**config.mk**
```make
export PLATFORM = sky130hd
export DESIGN_NAME = alu_issue_flat
export DESIGN_NICKNAME = d
export VERILOG_FILES = /design/src/rtl/alu_issue_if.sv /design/src/rtl/alu_issue.sv /design/src/flat_wrapper.sv
export SDC_FILE = /design/constraint.sdc
export NUM_CORES = 1
export LEC_CHECK = 0
export CAP_MARGIN = 0
export CORE_MARGIN = 2
export CORE_UTILIZATION = 35
export DETAILED_ROUTE_END_ITERATION = 16
export DONT_BUFFER_PORTS = 1
export GPL_TIMING_DRIVEN = 0
export SLEW_MARGIN = 30
export SYNTH_ARGS = -nofsm -noshare
export SYNTH_HDL_FRONTEND = slang
export SYNTH_SLANG_ARGS = --single-unit
```
**constraint.sdc**
```tcl
create_clock -name clk -period 2.6 [get_ports clk]
set_input_delay 0.13 -clock clk [delete_from_list [all_inputs] [get_ports clk]]
set_output_delay 0.13 -clock clk [all_outputs]
set_load 0.1 [all_outputs]
```
**src/rtl/alu_issue_if.sv**
```systemverilog
// rtl/alu_issue_if.sv - instruction handshake and ALU operand/result bundle for alu_issue
interface alu_issue_if;
  logic        instr_valid;
  logic [15:0] instr;
  logic        instr_ready;
  logic [15:0] alu_a;
  logic [15:0] alu_b;
  logic [7:0]  alu_opcode;
  logic        alu_cin;
  logic [15:0] alu_c;
  logic [4:0]  alu_flags;

  // master: instruction source plus the external ALU; slave: the issue block
  modport master (
    output instr_valid, instr, alu_c, alu_flags,
    input  instr_ready, alu_a, alu_b, alu_opcode, alu_cin
  );

  modport slave (
    input  instr_valid, instr, alu_c, alu_flags,
    output instr_ready, alu_a, alu_b, alu_opcode, alu_cin
  );
endinterface

```
**src/rtl/alu_issue.sv**
```systemverilog
// rtl/alu_issue.sv - serial IDLE/EXEC/WB issue stage with 16x16 register file and psr
module alu_issue (
  input  logic              clk,
  input  logic              rst_n,
  alu_issue_if.slave        bus,
  output logic [4:0]        psr,
  input  logic [3:0]        dbg_addr,
  output logic [15:0]       dbg_data
);

  localparam logic [1:0] S_IDLE = 2'd0;
  localparam logic [1:0] S_EXEC = 2'd1;
  localparam logic [1:0] S_WB   = 2'd2;

  logic [1:0]  state;
  logic [15:0] regs [16];
  logic [3:0]  rdest;
  logic [15:0] res_q;
  logic [4:0]  flags_q;
  logic        wr_en;
  logic        psr_en;

  logic [3:0]  op_hi;
  logic [7:0]  opc;
  logic        is_reg;
  logic        is_imm;
  logic        is_cmp;
  logic        is_nop;
  logic [15:0] b_next;

  always_comb begin
    op_hi  = bus.instr[15:12];
    opc    = {bus.instr[15:12], bus.instr[7:4]};
    is_reg = (op_hi == 4'h0) || (op_hi == 4'h8);
    is_imm = op_hi inside {4'h5, 4'h6, 4'h7, 4'h9, 4'hB};
    is_cmp = (opc == 8'h0B) || (opc == 8'h0F) || (op_hi == 4'hB);
    // undecoded op-hi behaves like a NOP but still walks the pipeline
    is_nop = (opc == 8'h00) || !(is_reg || is_imm);
    b_next = 16'h0000;
    if (is_reg)
      b_next = regs[bus.instr[3:0]];
    else if (is_imm)
      b_next = {8'h00, bus.instr[7:0]};
  end

  always_comb begin
    bus.instr_ready = (state == S_IDLE);
    dbg_data        = regs[dbg_addr];
  end

  always_ff @(posedge clk or negedge rst_n) begin
    if (!rst_n) begin
      state          <= S_IDLE;
      rdest          <= 4'h0;
      wr_en          <= 1'b0;
      psr_en         <= 1'b0;
      res_q          <= 16'h0000;
      flags_q        <= 5'b00000;
      psr            <= 5'b00000;
      bus.alu_a      <= 16'h0000;
      bus.alu_b      <= 16'h0000;
      bus.alu_opcode <= 8'h00;
      bus.alu_cin    <= 1'b0;
      for (int i = 0; i < 16; i++)
        regs[i] <= 16'h0000;
    end else begin
      case (state)
        S_IDLE: begin
          if (bus.instr_valid) begin
            rdest          <= bus.instr[11:8];
            bus.alu_opcode <= opc;
            bus.alu_a      <= regs[bus.instr[11:8]];
            bus.alu_b      <= b_next;
            bus.alu_cin    <= psr[3];
            wr_en          <= !is_nop && !is_cmp;
            psr_en         <= !is_nop;
            state          <= S_EXEC;
          end
        end
        S_EXEC: begin
          res_q   <= bus.alu_c;
          flags_q <= bus.alu_flags;
          state   <= S_WB;
        end
        S_WB: begin
          if (wr_en)
            regs[rdest] <= res_q;
          if (psr_en)
            psr <= flags_q;
          state <= S_IDLE;
        end
        default: state <= S_IDLE;
      endcase
    end
  end

endmodule

```
**src/flat_wrapper.sv**
```systemverilog
// flat-port wrapper written by rule: the top's interface ports become plain ports
module alu_issue_flat 
  (clk, rst_n, psr, dbg_addr, dbg_data, bus_instr_valid, bus_instr, bus_alu_c, bus_alu_flags, bus_instr_ready, bus_alu_a, bus_alu_b, bus_alu_opcode, bus_alu_cin);
  alu_issue_if bus_i ();
  input  logic clk;
  input  logic rst_n;
  output logic [4:0] psr;
  input  logic [3:0] dbg_addr;
  output logic [15:0] dbg_data;
  input wire logic [$bits(bus_i.instr_valid)-1:0] bus_instr_valid;
  input wire logic [$bits(bus_i.instr)-1:0] bus_instr;
  input wire logic [$bits(bus_i.alu_c)-1:0] bus_alu_c;
  input wire logic [$bits(bus_i.alu_flags)-1:0] bus_alu_flags;
  output wire logic [$bits(bus_i.instr_ready)-1:0] bus_instr_ready;
  output wire logic [$bits(bus_i.alu_a)-1:0] bus_alu_a;
  output wire logic [$bits(bus_i.alu_b)-1:0] bus_alu_b;
  output wire logic [$bits(bus_i.alu_opcode)-1:0] bus_alu_opcode;
  output wire logic [$bits(bus_i.alu_cin)-1:0] bus_alu_cin;
  assign bus_i.instr_valid = bus_instr_valid;
  assign bus_i.instr = bus_instr;
  assign bus_i.alu_c = bus_alu_c;
  assign bus_i.alu_flags = bus_alu_flags;
  assign bus_instr_ready = bus_i.instr_ready;
  assign bus_alu_a = bus_i.alu_a;
  assign bus_alu_b = bus_i.alu_b;
  assign bus_alu_opcode = bus_i.alu_opcode;
  assign bus_alu_cin = bus_i.alu_cin;
  alu_issue u_core (.clk(clk), .rst_n(rst_n), .bus(bus_i), .psr(psr), .dbg_addr(dbg_addr), .dbg_data(dbg_data));
endmodule
```
# Word level (Yosys, flattened, before mapping)

Index checks and enable logic that the tools add are counted.

Logic and storage cells: 80
Input port bits: 44
Bits in registers: 331
Output and inout port bits: 63

Reduce and logical (&&, ||, !) cells: 17
Equality and inequality tests: 11
Muxes and demuxes: 16
Bitwise logic cells: 4
$lt $le $gt $ge: 5

Operators with widths:

| cell                                                                   | number |
|---|---|
| 256-bit bitwise mux                                                    | 1 |
| 16-bit binary-select mux with 4-bit select                             | 3 |
| 16-bit 2-to-1 mux                                                      | 8 |
| 16-bit demux with 4-bit select                                         | 1 |
| 5-bit greater-or-equal comparator (second input constant)              | 4 |
| 4-bit NOT with 5-bit output                                            | 4 |
| 8-bit by 4-bit equality test with 1-bit output (second input constant) | 2 |
| 4-bit by 3-bit equality test with 1-bit output (second input constant) | 3 |
| 4-bit equality test (second input constant)                            | 3 |
| 8-bit zero test                                                        | 1 |
| 8-bit 2-to-1 mux                                                       | 1 |
| 2-bit AND reduction                                                    | 3 |
| 1-bit logical OR                                                       | 5 |
| 5-bit by 1-bit < comparator with 1-bit output (second input constant)  | 1 |
| 5-bit nonzero test                                                     | 1 |
| 4-bit zero test                                                        | 1 |
| 2-bit one-hot mux with 2 select lines                                  | 1 |
| 1-bit zero test                                                        | 3 |
| 2-bit by 1-bit equality test with 1-bit output (second input constant) | 1 |
| 2-bit equality test (second input constant)                            | 1 |
| 1-bit logical AND                                                      | 2 |
| 2-bit zero test                                                        | 1 |
| 2-bit 2-to-1 mux                                                       | 1 |
| 2-bit inequality test (second input constant)                          | 1 |

# Logic depth before layout (Yosys ltp)

Depth after elaboration: 7
Mapped depth: 8
Depth with buffers taken out: 5

# Worst setup path after synthesis

OpenSTA, ideal clock, no wires.

Kind: input to output
From: input port dbg_addr[0]
To: output port dbg_data[0]
Setup slack: 0.379 ns
Stages on the path: 4
Data required time: 2.470 ns
Path buffers: 2
Arrival: 2.091 ns
Cells stage by stage: clkbuf_1 buf_2 mux4_2 mux4_2

Word-level cells in the longest chain between the ends: 4

RTL lines:

| what                                                 | line              | text |
|---|---|---|
| from (decl)                                          | flat_wrapper.sv:8 | `input logic [3:0] dbg_addr;` |
| 4-bit NOT with 5-bit output (implied by the code)    | alu_issue.sv:48   | `dbg_data = regs[dbg_addr];` |
| 16-bit binary-select mux with 4-bit select           | alu_issue.sv:48   |  |
| 16-bit 2-to-1 mux (implied by the code) (2 in a row) | alu_issue.sv:48   |  |
| to (decl)                                            | flat_wrapper.sv:9 | `output logic [15:0] dbg_data;` |

No other way between the ends. The select of a mux whose other input is x is not followed.

# Worst setup path in the final report

From: register u_core.state[0]
To: register u_core.regs[36] (netlist bit)

Word-level cells in the longest chain between the ends: 2

RTL lines:

| what                                 | line            | text |
|---|---|---|
| from (decl)                          | alu_issue.sv:15 | `logic [1:0] state;` |
| from (signal assigned)               | alu_issue.sv:53 | `state <= S_IDLE;` |
| from (signal assigned)               | alu_issue.sv:77 | `state <= S_EXEC;` |
| from (signal assigned)               | alu_issue.sv:83 | `state <= S_WB;` |
| 2-bit equality test                  | alu_issue.sv:67 | `case (state)` |
| 2-bit AND reduction (no source line) | --              |  |
| to (signal, indexed assignment)      | alu_issue.sv:87 | `regs[rdest] <= res_q;` |
| to (decl)                            | alu_issue.sv:16 | `logic [15:0] regs [16];` |

No other way between the ends.
A chain may end at the register's enable or synchronous reset.

==> flow_summary_export.csv <==
group,metric,value,unit
status,status,"finished with violations",
status,violations,"hold timing, slew limit",
placement,hpwl,40.32,mm
power,seqPwrFrac,0.478,
layout,antennaDiodeCount,0,
synth,synth.distinct_cells,40,
layout,nets,1325,
layout,drive_gt1_frac,0.4943,
synth,synth_top_family_by_area,"multiplexers",
grt,grt_max_degree,332,
synth,synth_compound_area_frac,0.03651,
power,pwr-share-comb,0.238,
synth,netlist_area,18300,µm²
power,p_switching,6.884,mW
synth,synthAdderAreaFrac,0,
layout,fin_cells,1985,
timing,slew_violations,162,
route,post_drt_wl_per_cell,31.25,µm
clock_tree,cts_buffers,37,
route,routed_wl,62.04,mm
clock_tree,cts_buffer_depth,3,
synth,synthMuxAreaShare,0.4564,
critical_path,startpoint_type,"flop",
grt,grt_antenna_before_repair,2,
floorplan,num_rows,83,
grt,gr-total-overflow,0,
timing,worst_pin_slew,1.887,ns
layout,ff_latch_area,8288,µm²
layout,multiInputGateArea,9622,µm²
power,p_int,11.96,mW
synth,syn_avg_cell_area,15.31,µm²
timing,slew_headroom,-0.2579,
grt,grt_pass1_wl,90.51,mm
floorplan,ios,107,
layout,area_delta_synth_final,14.51,%
grt,grt.total_usage,0.2326,
route,vias,12272,
route,ant_nets,0,
placement,routabilityCongestion,0.8585,
timing,setup_viol,0,
grt,grt_pass1_vias,12694,
clock_tree,worstSkewPairLatency,0.54,ns
timing,grt_setup_unrepaired,"true",
placement,io_buffers,0,
synth,synthCells,1195,
synth,synth_simple_gate_area_frac,0.02625,
timing,post-route-period-util,0.9796,
clock_tree,clk_pin_slew,0.06,ns
power,power_density,899.1,nW/µm²
critical_path,criticalPathCategory,"reg -> reg",
critical_path,critPathRequiredTime,3.02,ns
floorplan,initial_core_util,0.3553,
job,maxCapViolations,0,
synth,synth_edf_count,0,
floorplan,coreArea,51510,µm²
power,swShare,0.3654,
synth,yosys_most_used_dff,"dfrtp_1",
power,finalPower,18.84,mW
synth,synth-seq-area-share,0.4526,
route,dr.first_iter.drc_count,1461,
synth,ys_seq_elements,331,
route,first_pass_iters,5,
route,via_per_inst,6.182,
timing,fmax,0.3926,GHz
floorplan,die_x,232.7,µm
floorplan,die-area,54130,µm²
critical_path,endpoint_kind,"flop",
synth,async_reset_ff_frac,1.000,
clock_tree,numClockSinks,331,
clock_tree,htreeDepth,2,
timing,fin_crit,2.547,ns
synth,synth.net_count,1239,
synth,synthXorXnorAreaFrac,0.0009572,
layout,nFillCells,4766,
power,clkPwrFrac,0.284,
worst_hold_path,hold_path_class,"in -> async",
clock_tree,cts_hold_buf,30,
route,drc,0,
clock_tree,root_buffer,"clkbuf_16",
timing,whs,-0.6887,ns
critical_path,cp.arrival,2.96,ns
clock_tree,cts_tree,"yes",
critical_path,crit_fanout,10,
timing,skew,0.01665,ns
timing,final-hold-violation-count,331,
floorplan,fp.dieH,232.7,µm
power,ir_worst_vdd,0.4233,mV
placement,dp.cells,1875,
power,p_leak,9.298,nW
synth,yosys_warnings,0,
layer usage:
layer	vias to the layer above	wire (µm)	global-route usage
met5	-	13	0
met4	2	2121	0.08758
met3	128	4873	0.05748
met2	559	30110	0.3795
met1	6700	24920	0.2995
li1	4883	-	-
power groups by stage:
stage               registers, mW  logic, mW  clock network [mW]
floorplan                    8.48       3.64                   0
global placement             8.96       4.29                   0
detailed placement           9.03       4.37                   0
CTS                          8.94       4.46                5.44
global route                 9.17       4.77                5.64
finish                       9.00       4.49                5.36
per-stage QoR:
step / util / setup slack (ns) / area, µm² / setup TNS [ns] / hold slack (ns)
finish: 0.4068 / 0.05309 / 20960 / 0 / -0.6887
floorplan: - / 0.3790 / 18300 / 0 / -0.1656
CTS: 0.4031 / -0.2418 / 20760 / -4.246 / -0.7054
global placement: 0.3718 / -0.4450 / 19150 / -28.73 / -0.1376
detailed placement: 0.3724 / -0.3851 / 19180 / -23.85 / -0.1388
global route: 0.4068 / -0.09317 / 20960 / -1.527 / -0.7028
state kept, by name, indices dropped and copies added (netlist names):
name                   cells
u_core.psr                 5
u_core.bus.alu_cin         1
u_core.rdest               4
u_core.res_q              16
u_core.state               2
u_core.flags_q             5
u_core.psr_en              1
u_core.regs              256
u_core.bus.alu_opcode      8
u_core.bus.alu_b          16
u_core.bus.alu_a          16
u_core.wr_en               1
timing repair:
item,in CTS,in global routing
setup endpoints to repair,108,117
gates resized for setup,23,19
endpoints found under the hold margin,371,331
buffers inserted,0,16
pin swaps,0,4
critical path: stages, from the launching register on:
cell and delay [ns]:
dfrtp_1 0.47, and3b_1 0.23, and3_1 0.18, clkbuf_1 0.17, nand2_1 0.49, buf_2 0.49
mux2_2 0.39
final timing paths:
kind / slack [ns] / endpoint / start / cells past startpoint
worst max-delay path: 0.05 / u_core.regs[36]$_DFFE_PN0P_ / u_core.state[0]$_DFFE_PN0P_ / 6
worst min-delay path: -0.69 / u_core.res_q[2]$_DFFE_PN0N_ / rst_n / 0
worst max register to register: 0.05 / u_core.regs[36]$_DFFE_PN0P_ / u_core.state[0]$_DFFE_PN0P_ / 6
worst min register to register: 0.49 / u_core.psr_en$_DFFE_PN0P_ / u_core.psr_en$_DFFE_PN0P_ / 2
max in group asynchronous: 1.67 / u_core.bus.alu_a[4]$_DFFE_PN0P_ / rst_n / 0
min in group clk: 0.07 / u_core.wr_en$_DFFE_PN0P_ / bus_instr[7] / 4
placed cells by master (no fill, tap or decap), drive strengths merged, types with 2 or more instances in the layout:
cell type	instances
a21o	9
a21oi	2
a221o	8
a22o	15
a22oi	17
and2	3
and3b	3
buf	71
bufinv	4
clkbuf	109
clkinv	9
dfrtp	331
dlygate4sd3	30
mux2	298
mux2i	60
mux4	194
nand2	51
nand2b	3
nand3	5
nand3b	2
nor2	12
nor2b	8
nor3	5
o21ai	32
o22ai	12
area by class of cell:
class / count / share of cell area
multi-input combinational: 750 / 0.4591
sequential: 331 / 0.3955
clock buffer: 50 / 0.04938
tap: 680 / 0.04060
buffer: 113 / 0.02651
timing repair buffer: 47 / 0.02072
clock inverter: 13 / 0.007881
inverter: 1 / 0.0002985
synth_stat cells (2+ instances only):
master / instances / share of area
mux4_1: 7 / 0.010
a21oi_1: 2 / 0.00055
clkbuf_1: 55 / 0.011
a22o_1: 15 / 0.0072
o21ai_1: 10 / 0.0027
dfrtp_1: 331 / 0.45
mux4_2: 187 / 0.23
a22oi_1: 17 / 0.0070
and3b_1: 3 / 0.0014
a21o_1: 9 / 0.0037
nand2b_1: 3 / 0.0010
mux2i_1: 60 / 0.033
nor2_1: 12 / 0.0025
nor2b_1: 8 / 0.0027
o21ai_0: 22 / 0.0060
nand2_1: 51 / 0.010
a221o_1: 8 / 0.0044
mux2_2: 298 / 0.18
nand3_1: 5 / 0.0014
and2_1: 3 / 0.0010
nor3_2: 2 / 0.0011
buf_2: 42 / 0.011
buf_1: 14 / 0.0029
nor3_1: 3 / 0.00082
o22ai_1: 12 / 0.0041
nand3b_1: 2 / 0.00082
kinds of logic (layout without fill, tap and decap cells):
| kind of cell | after synthesis | in the layout |
|---|---|---|
| flip-flops | 331 | 331 |
| multiplexers | 552 | 552 |
| AND/OR/NAND/NOR | 99 | 99 |
| buffers and inverters | 114 | 224 |
| XOR/XNOR | 2 | 2 |
| AO/OA/AOI/OAI | 97 | 97 |
Note: power is estimated with default switching activity, not from simulation.
